`config.mk`:
```
export PLATFORM = sky130hd
export DESIGN_NAME = keypad_direction_filter
export DESIGN_NICKNAME = d
export VERILOG_FILES = /design/src/rtl/keypad_direction_filter.sv
export SDC_FILE = /design/constraint.sdc
export NUM_CORES = 1
export LEC_CHECK = 0
export CAP_MARGIN = 10
export CORE_UTILIZATION = 40
export DETAILED_ROUTE_END_ITERATION = 8
export GPL_ROUTABILITY_DRIVEN = 0
export PLACE_DENSITY_LB_ADDON = 0.1
export SLEW_MARGIN = 20
export SYNTH_ARGS = -nofsm -noshare
export SYNTH_HDL_FRONTEND = slang
export SYNTH_SLANG_ARGS = --single-unit
```
`constraint.sdc`:
```
create_clock -name clk -period 1 [get_ports clk]
set_clock_uncertainty 0.1 [all_clocks]
set_input_delay 0.2 -clock clk [delete_from_list [all_inputs] [get_ports clk]]
set_output_delay 0.2 -clock clk [all_outputs]
set_load 0.005 [all_outputs]
```
`src/rtl/keypad_direction_filter.sv`:
```
// ============================================================================
//  Module   : keypad_direction_filter
//  Brief    : Scan-code pulses to a frame-aligned numpad held-key vector with
//             last-pressed-wins direction resolution. KEY_STUCK_TIMEOUT_EN
//             compiles in per-key stuck timeout counters.
//  Revision : 1.0
// ============================================================================
`default_nettype none

module keypad_direction_filter #(
   parameter int unsigned STUCK_FRAMES = 30
) (
   input  logic       clk,
   input  logic       resetN,
   input  logic       startOfFrame,
   input  logic [8:0] keyCode,
   input  logic       make,
   input  logic       brakee,
   input  logic       game_over,
   output logic [9:0] num_input
);

   if (STUCK_FRAMES < 1 || STUCK_FRAMES > 255) begin : g_bad_stuck_frames
      $error("STUCK_FRAMES must be in 1..255");
   end

   logic [9:0] r_raw;
   logic       r_last_v;   // 0 = digit 8, 1 = digit 2
   logic       r_last_h;   // 0 = digit 6, 1 = digit 4
   logic [9:0] w_hit;
   logic [9:0] w_set;
   logic [9:0] w_clr;
   logic [9:0] w_timeout;
   logic [9:0] w_raw_next;
   logic [9:0] w_filt;

   // Full 9-bit compare, so extended (E0) codes never match.
   always_comb begin
      w_hit = 10'h000;
      case (keyCode)
         9'h070:  w_hit = 10'h001;
         9'h069:  w_hit = 10'h002;
         9'h072:  w_hit = 10'h004;
         9'h07A:  w_hit = 10'h008;
         9'h06B:  w_hit = 10'h010;
         9'h073:  w_hit = 10'h020;
         9'h074:  w_hit = 10'h040;
         9'h06C:  w_hit = 10'h080;
         9'h075:  w_hit = 10'h100;
         9'h07D:  w_hit = 10'h200;
         default: w_hit = 10'h000;
      endcase
   end

   assign w_set = make   ? w_hit : 10'h000;
   assign w_clr = brakee ? w_hit : 10'h000;

`ifdef KEY_STUCK_TIMEOUT_EN
   localparam logic [7:0] c_stuck_last = 8'(STUCK_FRAMES - 1);

   logic [7:0] r_cnt [10];
   logic [9:0] w_touch;

   assign w_touch = w_set | w_clr;

   always_comb begin
      w_timeout = 10'h000;
      for (int n = 0; n < 10; n++) begin
         w_timeout[n] = startOfFrame && r_raw[n] && !w_touch[n] &&
                        (r_cnt[n] == c_stuck_last);
      end
   end

   always_ff @(posedge clk or negedge resetN) begin
      if (!resetN) begin
         for (int n = 0; n < 10; n++) r_cnt[n] <= 8'd0;
      end else begin
         for (int n = 0; n < 10; n++) begin
            if (w_touch[n] || !r_raw[n])
               r_cnt[n] <= 8'd0;
            else if (startOfFrame)
               r_cnt[n] <= w_timeout[n] ? 8'd0 : r_cnt[n] + 8'd1;
         end
      end
   end
`else
   assign w_timeout = 10'h000;
`endif

   // Break beats make when both arrive together on the same code.
   assign w_raw_next = ((r_raw | w_set) & ~w_clr) & ~w_timeout;

   always_ff @(posedge clk or negedge resetN) begin
      if (!resetN) begin
         r_raw    <= 10'h000;
         r_last_v <= 1'b0;
         r_last_h <= 1'b0;
      end else begin
         r_raw <= w_raw_next;
         if (w_set[8])
            r_last_v <= 1'b0;
         else if (w_set[2])
            r_last_v <= 1'b1;
         if (w_set[6])
            r_last_h <= 1'b0;
         else if (w_set[4])
            r_last_h <= 1'b1;
      end
   end

   always_comb begin
      w_filt = r_raw;
      if (r_raw[8] && r_raw[2]) begin
         w_filt[8] = ~r_last_v;
         w_filt[2] =  r_last_v;
      end
      if (r_raw[6] && r_raw[4]) begin
         w_filt[6] = ~r_last_h;
         w_filt[4] =  r_last_h;
      end
   end

   always_ff @(posedge clk or negedge resetN) begin
      if (!resetN)
         num_input <= 10'h000;
      else if (startOfFrame)
         num_input <= game_over ? 10'h000 : w_filt;
   end

endmodule

`default_nettype wire

```
==> results by group, run 1 <==
Detailed routing
  – Post-Route WL: 2.646 mm
  – Residual DRC count: 0
  – Number of DRC markers in iteration 0: 17
  – Post-detailed-route count of antenna-violating nets: 0
  – Wirelength per Cell: 15.21 µm
  – Via count: 994
  – Vias/cell: 5.713
  – Drt pass-1 iters: 4

Critical path
  – Crit path capture type: output pin
  – Kind of critical path: reg -> out
  – CP startpoint kind: flop
  – Worst path buffer plus inverter count: 1
  – Reg2Reg Setup Slack: 0.02 ns
  – Worst EP required: 0.70 ns
  – Worst path cell trace: buf_2
  – Max FO, Critical Path: 2
  – Largest stage delay on the critical path: 0.40 ns
  – Crit path arrival time: 0.83 ns
  – Highest-delay cell along the critical path: dfrtp_1
  – Cell family with most CP delay: flip-flops

STA
  – Final number of hold-violating endpoints: 0
  – Slew Limit Headroom: 84.87%
  – Worst Tran Pin Value: 0.2261 ns
  – Final setup violating endpoints: 10
  – Period utilisation layout: 113.1%
  – Crit path time final: 1.131 ns
  – RSZ-0062 raised after global routing: true
  – WHS: 0.1142 ns
  – Max Clk Rate: 0.8841 GHz
  – Max-slew violation count: 0
  – Setup ws final: -0.1311 ns

Power
  – Clock power share: 27.9%
  – Sw Share: 24.80%
  – Switching power: 431.3 µW
  – VDD IR max: 584.4 µV
  – Leakage Power: 0.0007685 µW
  – Int Power: 1308 µW
  – Power Dens Cells: 1100 nW/µm²
  – Comb power frac: 17.7%
  – Sequential share of power: 54.4%

Placed design
  – Placed cell areas: 1526 µm²
  – DP Wirelength: 1.790 mm
  – Count of input and output buffers: 24
  – Post-Place Cells: 164

Yosys
  – Count of cell types in the netlist: 34
  – Post-synth EDFFs: 0
  – Gate Count Post-Synth: 98
  – Mean Syn Cell Area: 11.18 µm²
  – Ys flop type: dfrtp_1
  – Asr flop ratio synth: 100.0%
  – Sequential share of the synthesized area: 50.23%
  – Post-synthesis cell area: 1096 µm²
  – Synth Net Count: 113
  – Seq cells post-synth: 22
  – Number of synthesis warnings: 0

CTS
  – Clk_lat worst skew: 0.31 ns
  – CTS root buf: clkbuf_4
  – Clk buf depth: 2
  – CTS Buf Count: 3
  – CTS tree: done
  – Hold_buf cts: 0
  – Clk sink count: 22
  – CTS H-tree lvls: 1
  – Clk slew on worst S/H paths: 0.12 ns

Die
  – Chip height: 54.35 µm
  – Initial Util: 43.45%
  – Core area: 2522 µm²
  – Chip width: 54.35 µm
  – Site Rows: 18
  – DIE AREA: 2953 µm²
  – Boundary pin count: 25

Global route
  – Global Route Usage Sum: 19.65%
  – First-pass GRT wire length: 3.974 mm
  – Global route overflow: 0
  – Largest net degree at the start of global routing: 23
  – Vias in the first global route: 869
  – Initial antenna violation count: 0

Final layout
  – # fillers: 238
  – Fin area: 1582 µm²
  – Share of cells above drive strength 1: 46.53%
  – Syn-to-layout area delta: 44.29%
  – Number of diodes: 0
  – Fin cells: 174
  – Fin nets: 160

Run
  – Total of max-cap violations: 0

Status
  – Status: finished, violations left
  – Violated checks: setup timing

Min path
  – Hold Path Class: in -> async
[worst paths after layout]
path / start / endpoint / cells past startpoint
setup / recovery: num_input[2] / num_input[2] / 1
hold / removal: resetN / num_input[2] / 2
setup reg to reg: r_last_v / num_input[2] / 3
hold reg to reg: num_input[2] / num_input[2] / 1
max in group asynchronous: resetN / num_input[1] / 2
min in group clk: keyCode[0] / r_raw[4] / 3
[registers in the layout (all words and copies together) (netlist names)]
signal	cells
r_last_v	1
r_raw	10
num_input	10
r_last_h	1
[layout make-up]
| class | count | area, µm² | share of cell area (%) |
|---|---|---|---|
| Clock buffer | 4 | 36.28 | 2.294 |
| Inverter | 5 | 21.27 | 1.345 |
| Multi-Input combinational cell | 69 | 605.6 | 38.29 |
| Sequential cell | 22 | 550.5 | 34.81 |
| Tap cell | 30 | 37.54 | 2.373 |
| Timing Repair Buffer | 44 | 330.3 | 20.89 |
[repair_timing]
| action | CTS | global route |
|---|---|---|
| gates resized for setup | 79 | 12 |
| buffers inserted | 0 | 5 |
| setup endpoints to repair | 32 | 25 |
| pin swaps | 4 | 2 |
| cloned | 1 | 0 |
[metal layers]
layer | vias to the layer above | part of all wire [%] | global-route usage, % | wire [µm]
li1 | 475 | - | - | -
met3 | 5 | 3.7 | 2.500 | 98
met5 | - | 0 | 0 | 0
met2 | 26 | 47 | 29.47 | 1252
met1 | 488 | 47 | 26.91 | 1237
met4 | 0 | 2.2 | 11.54 | 57
[power groups by stage]
stage | Combinational (µW) | Sequential, µW | Clock (µW)
after CTS | 288 | 945 | 491
after global routing | 335 | 950 | 537
after floorplan | 111 | 958 | 0
final | 308 | 946 | 486
after detailed placement | 299 | 963 | 0
after global placement | 294 | 961 | 0
[cell families (layout without fill, tap and decap cells)]
logic type | Yosys count | in the layout | share of synthesized area [%]
mux | 1 | 1 | 1.027
buf+inv | 8 | 53 | 3.310
compound gates | 28 | 28 | 20.55
simple gates | 39 | 40 | 24.88
flops | 22 | 22 | 50.23
[metrics by stage]
step / TNS [ns] / worst slack, ns / util [%] / power, µW
2_1_floorplan: -0.3978 / -0.07851 / - / 1069
5_1_grt: -1.685 / -0.1833 / 62.70 / 1822
3_5_place_dp: -13.29 / -0.7226 / 60.52 / 1262
6_report: -1.215 / -0.1311 / 62.70 / 1739
3_3_place_gp: -12.59 / -0.6672 / 60.52 / 1255
4_1_cts: -1.265 / -0.1339 / 60.47 / 1724
[cell usage after synthesis, drive strengths merged, types with 3 or more instances]
cell type / count / area, µm²
dfrtp: 22 / 550.5
nor2: 4 / 15.01
nand2: 4 / 15.01
and2: 3 / 20.02
nor3: 4 / 20.02
buf: 3 / 17.52
a41oi: 4 / 35.03
a31o: 6 / 52.55
a31oi: 6 / 37.54
inv: 4 / 15.01
o22a: 5 / 43.79
nor2b: 8 / 50.05
[cells in the final DEF, fill, tap and decap left out, types with 2 or more instances in the layout]
master | synthesis | final
clkdlybuf4s50_1 | 0 | 2
a31o_2 | 6 | 6
o22a_1 | 5 | 5
nor3_1 | 4 | 2
nand4bb_4 | 0 | 2
dfrtp_1 | 22 | 22
buf_12 | 0 | 2
nand2_1 | 4 | 4
a31oi_1 | 6 | 6
a41o_1 | 2 | 2
buf_4 | 1 | 17
inv_1 | 4 | 3
nor2_1 | 4 | 4
and4bb_2 | 2 | 2
buf_2 | 2 | 17
a41oi_1 | 4 | 4
dlygate4sd2_1 | 0 | 4
nand3_1 | 2 | 2
clkbuf_4 | 0 | 3
nor2b_1 | 8 | 8
(Power assumes the default switching activity.)
==> inputs of run 2 (changes only) <==
Settings changed: CORE_MARGIN from default to 2.
==> results by group, run 2 (synthesis results as in run 1) <==
STA
  – Setup ws final: -0.1176 ns (+0.01351 ns)
  – Max-slew violation count: 0 (unchanged)
  – Final number of hold-violating endpoints: 0 (unchanged)
  – Final setup violating endpoints: 10 (unchanged)
  – Slew Limit Headroom: 83.74% (-1.1 points)
  – Crit path time final: 1.118 ns (-0.01351 ns)
  – Final TNS setup: -1.076 ns (+0.1399 ns)
  – RSZ-0062 raised after global routing: true
  – Max Clk Rate: 0.8948 GHz (+1.2%)
  – WHS: 0.1299 ns (+0.01570 ns)
  – Period utilisation layout: 111.8% (-1.4 points)
  – Worst Tran Pin Value: 0.2437 ns (+0.01758 ns)

Detailed routing
  – Number of DRC markers in iteration 0: 25 (+8)
  – Via count: 995 (+0.10%)
  – Post-Route WL: 2.846 mm (+7.6%)
  – Vias/cell: 5.590 (-2.1%)
  – Drt pass-1 iters: 4 (unchanged)
  – Wirelength per Cell: 15.99 µm (+5.1%)
  – Residual DRC count: 0 (unchanged)
  – Post-detailed-route count of antenna-violating nets: 0 (unchanged)

Final layout
  – # fillers: 214 (-10%)
  – Storage cell area: 550.5 µm² (unchanged)
  – Fin nets: 165 (+3.1%)
  – Top flop regs: num_input: 10 flops, r_raw: 10 flops
  – Share of cells above drive strength 1: 51.35% (+4.8 points)
  – Fin area: 1618 µm² (+2.3%)
  – Syn-to-layout area delta: 47.60%
  – Commonest cells after routing, fill and taps aside: 22 x buf_4, 22 x dfrtp_1, 14 x buf_2
  – Number of diodes: 0 (unchanged)
  – Footprint of the multi-input gates: 619.3 µm² (+2.3%)

Die
  – Site Rows: 18 (unchanged)
  – Chip width: 56.35 µm (+3.7%)
  – Initial Util: 43.07% (-0.38 points)
  – DIE AREA: 3175 µm² (+7.5%)
  – Chip height: 56.35 µm (+3.7%)
  – Boundary pin count: 25 (unchanged)
  – Core area: 2545 µm² (+0.89%)

Min path
  – Hold Path Class: in -> async

Critical path
  – Worst path cell trace: buf_2
  – Worst path buffer plus inverter count: 1 (unchanged)
  – Max FO, Critical Path: 2 (unchanged)
  – CP startpoint: num_input[3]
  – Kind of critical path: reg -> out
  – Critical path depth: 1 (unchanged)
  – Crit path arrival time: 0.82 ns (about the same)
  – Reg2Reg Setup Slack: 0.02 ns (about the same)
  – Reg2reg start: r_last_v
  – R2R Path End: num_input[2]
  – R2R cell count: 3 (unchanged)
  – Largest stage delay on the critical path: 0.40 ns (about the same)
  – CP startpoint kind: flop
  – Worst setup endpoint: num_input[3]
  – Crit path capture type: output pin
  – Highest-delay cell along the critical path: dfrtp_1
  – Cell family with most CP delay: flip-flops
  – Worst EP required: 0.70 ns (about the same)

CTS
  – Clk_lat worst skew: 0.29 ns (-0.02 ns)
  – CTS Buf Count: 3 (unchanged)
  – CTS root buf: clkbuf_4
  – Clk slew on worst S/H paths: 0.11 ns (about the same)
  – Clk sink count: 22 (unchanged)
  – Clk buf depth: 2 (unchanged)
  – CTS tree: done
  – CTS H-tree lvls: 1 (unchanged)

Placed design
  – Dpl ws: -0.6856 ns (+0.03703 ns)
  – Placed cell areas: 1536 µm² (+0.66%)
  – Count of input and output buffers: 24 (unchanged)
  – DP Wirelength: 1.872 mm (+4.6%)

Run
  – Total of max-cap violations: 0 (unchanged)

Global route
  – Global route overflow: 0 (unchanged)
  – Largest net degree at the start of global routing: 23 (unchanged)
  – Initial antenna violation count: 0 (unchanged)
  – Global Route Usage Sum: 19.08% (-0.57 points)
  – First-pass GRT wire length: 4.671 mm (+18%)
  – Vias in the first global route: 943 (+8.5%)

Power
  – VDD IR max: 603.6 µV (+3.3%)
  – Total Power: 1662 µW (-4.4%)
  – Power Dens Cells: 1028 nW/µm² (-6.6%)
  – Leakage Power: 0.0007812 µW (+1.7%)

Status
  – Status: finished, violations left
  – Violated checks: setup timing
## run 2: changes by cell type in the layout (fill, tap and decap cells not counted), moves of 2 or more
cell      delta
buf_6        +3
buf_2        -3
clkbuf_2     +2
buf_4        +5
## run 2: per-stage QoR
step | util, % | std cells
finish | 63.57 | 178
global route | 63.57 | 178
CTS | 61.85 | 174
detailed placement | 60.37 | 167
global placement | 60.37 | 167
floorplan | - | 98
## run 2: routing by layer
layer | track usage (%) | part of all wire [%] | up-vias
li1 | - | - | 481
met1 | 25.99 | 46 | 480
met2 | 31.60 | 49 | 32
met3 | 2.304 | 3.9 | 2
met4 | 6.122 | 0.95 | 0
met5 | 0 | 0 | -
## run 2: worst min-delay path by stage
stage / endpoint
floorplan: num_input[0]
global placement: r_raw[2]
detailed placement: r_raw[2]
CTS: r_raw[0]
finish: num_input[2]
global route: num_input[2]
## run 2: worst register-to-register path: cells and delay by family, from the launching register on
kind,cells,cell delay [ns]
AO/OA/AOI/OAI,1,0.06
buffers and inverters,1,0.07
flip-flops,1,0.39
multiplexers,1,0.26
## run 2: area by class of cell
class	instances	share of cell area (%)
multi-input combinational	69	38.28
sequential	22	34.03
timing repair buffer	49	22.74
tap	30	2.320
clock buffer	3	1.392
inverter	5	1.237
## run 2: report_power, final
group | switching (µW) | total [µW] | internal, µW
registers | 23.8 | 948 | 924
clock network | 243 | 383 | 140
logic | 154 | 332 | 178
## run 2: timing repair
| item | 4_1_cts | 5_1_grt |
|---|---|---|
| hold buffers | 0 | 0 |
| setup buffers | 2 | 4 |
| pin swaps | 6 | 5 |
| cloned | 2 | 0 |
| endpoints found under the setup margin | 32 | 23 |
| resized for setup | 91 | 15 |
==> inputs of run 3 (changes only) <==
Settings changed: PLACE_DENSITY from default to 0.74, PLACE_DENSITY_LB_ADDON 0.1 to default.
==> results by group, run 3 (synthesis results as in run 1) <==
Status
  – Status: finished, violations left
  – Violated checks: setup timing

Detailed routing
  – Residual DRC count: 0 (unchanged)
  – Number of DRC markers in iteration 0: 31 (+24%)
  – Via count: 1002 (+0.70%)
  – Wirelength per Cell: 15.95 µm (-0.21%)
  – Post-detailed-route count of antenna-violating nets: 0 (unchanged)
  – Vias/cell: 5.693 (+1.8%)
  – Post-Route WL: 2.808 mm (-1.3%)
  – Drt pass-1 iters: 4 (unchanged)

CTS
  – CTS tree: done
  – Clk_lat worst skew: 0.29 ns (about the same)
  – CTS Buf Count: 3 (unchanged)
  – CTS H-tree lvls: 1 (unchanged)
  – Clk buf depth: 2 (unchanged)
  – CTS root buf: clkbuf_4
  – Clk sink count: 22 (unchanged)
  – Clk slew on worst S/H paths: 0.11 ns (about the same)

Final layout
  – Storage cell area: 550.5 µm² (unchanged)
  – Footprint of the multi-input gates: 595.6 µm² (-3.8%)
  – Syn-to-layout area delta: 42.92%
  – Most common cell after layout, fill and taps aside: dfrtp_1
  – # fillers: 229 (+7.0%)
  – Commonest cells after routing, fill and taps aside: 22 x dfrtp_1, 20 x buf_4, 17 x buf_2
  – Number of diodes: 0 (unchanged)
  – Fin nets: 163 (-1.2%)
  – Fin area: 1567 µm² (-3.2%)
  – Top flop regs: num_input: 10 flops, r_raw: 10 flops
  – Share of cells above drive strength 1: 47.26% (-4.1 points)

Power
  – Int Power: 1231 µW (-0.91%)
  – Power Dens Cells: 1043 nW/µm² (+1.5%)
  – Total Power: 1633 µW (-1.8%)
  – Comb power frac: 19.3% (-0.7 points)
  – Sw Share: 24.63% (-0.64 points)
  – Switching power: 402.2 µW (-4.3%)
  – VDD IR max: 682.4 µV (+13%)
  – Leakage Power: 0.0007582 µW (-2.9%)
  – Clock power share: 22.8% (-0.2 points)
  – Sequential share of power: 58.0% (+1.0 points)

Critical path
  – Worst path cell trace: buf_2
  – Worst EP required: 0.70 ns (about the same)
  – Crit path capture type: output pin
  – Kind of critical path: reg -> out
  – CP startpoint: num_input[8]
  – R2R cell count: 3 (unchanged)
  – Crit path arrival time: 0.84 ns (+0.02 ns)
  – Largest stage delay on the critical path: 0.40 ns (about the same)
  – Reg2Reg Setup Slack: -0.01 ns (-0.03 ns)
  – R2R Path End: num_input[2]
  – Reg2reg start: r_raw[2]
  – Worst setup endpoint: num_input[8]
  – Cell family with most CP delay: flip-flops
  – Max FO, Critical Path: 2 (unchanged)
  – Critical path depth: 1 (unchanged)
  – Worst path buffer plus inverter count: 1 (unchanged)
  – Highest-delay cell along the critical path: dfrtp_1
  – CP startpoint kind: flop

Global route
  – Initial antenna violation count: 0 (unchanged)
  – Global route overflow: 0 (unchanged)
  – Largest net degree at the start of global routing: 23 (unchanged)
  – First-pass GRT wire length: 4.588 mm (-1.8%)
  – Global Route Usage Sum: 18.24% (-0.84 points)
  – Vias in the first global route: 957 (+1.5%)

Die
  – Initial Util: 43.07% (unchanged)
  – DIE AREA: 3175 µm² (unchanged)
  – Boundary pin count: 25 (unchanged)
  – Chip width: 56.35 µm (unchanged)
  – Core area: 2545 µm² (unchanged)
  – Site Rows: 18 (unchanged)
  – Chip height: 56.35 µm (unchanged)

STA
  – Worst Tran Pin Value: 0.2689 ns (+0.02528 ns)
  – Slew Limit Headroom: 81.93% (-1.8 points)
  – RSZ-0062 raised after global routing: true
  – Final number of hold-violating endpoints: 0 (unchanged)
  – WHS: 0.1302 ns (+0.0003050 ns)
  – Final setup violating endpoints: 11 (+1)
  – Final TNS setup: -1.054 ns (+0.02115 ns)
  – Setup ws final: -0.1364 ns (-0.01889 ns)
  – Max-slew violation count: 0 (unchanged)
  – Crit path time final: 1.136 ns (+0.01889 ns)
  – Period utilisation layout: 113.6% (+1.9 points)
  – Max Clk Rate: 0.8799 GHz (-1.7%)

Run
  – Total of max-cap violations: 0 (unchanged)

Placed design
  – DP Wirelength: 1.915 mm (+2.3%)
  – Dpl ws: -0.6934 ns (-0.007816 ns)
  – Count of input and output buffers: 24 (unchanged)
  – Placed cell areas: 1521 µm² (-0.98%)

Min path
  – Hold Path Class: in -> async
[run 3: timing repair]
item | 4_1_cts | 5_1_grt
pin swaps | 4 | 3
hold buffers | 0 | 0
gates resized for setup | 89 | 7
cloned | 2 | 0
buffers inserted | 2 | 4
hold endpoints to repair | 0 | 0
setup endpoints to repair | 32 | 17
[run 3: cell type report]
| cell class | count | share of cell area, % |
|---|---|---|
| Clock buffer | 3 | 1.438 |
| Inverter | 5 | 1.278 |
| Multi-Input combinational cell | 69 | 38.02 |
| Sequential cell | 22 | 35.14 |
| Tap cell | 30 | 2.396 |
| Timing Repair Buffer | 47 | 21.73 |
[run 3: per-stage QoR]
| step | cells | util (%) |
|---|---|---|
| detailed placement | 165 | 59.78 |
| global route | 176 | 61.55 |
| CTS | 172 | 59.78 |
| finish | 176 | 61.55 |
| floorplan | 98 | - |
| global placement | 165 | 59.78 |
[run 3: power groups by stage]
stage	clock [µW]	combinational, µW	sequential (µW)
6_report	372	315	947
5_1_grt	418	341	951
4_1_cts	384	297	945
3_5_place_dp	0	299	962
3_3_place_gp	0	291	961
2_1_floorplan	0	111	958
[run 3: worst min-delay path by stage]
| stage | startpoint | endpoint | slack, ns |
|---|---|---|---|
| floorplan | resetN | num_input[0] | -0.20 |
| global placement | r_raw[2] | r_raw[2] | 0.38 |
| detailed placement | r_last_h | r_last_h | 0.40 |
| CTS | resetN | num_input[8] | 0.13 |
| global route | resetN | num_input[8] | 0.12 |
| finish | resetN | num_input[8] | 0.13 |
[run 3: routing by layer]
metal,vias to the layer above,global-route usage [%],routed length [µm]
li1,481,-,-
met3,4,2.074,129
met5,-,0,0
met4,0,6.463,38
met2,41,30.76,1434
met1,476,24.22,1206
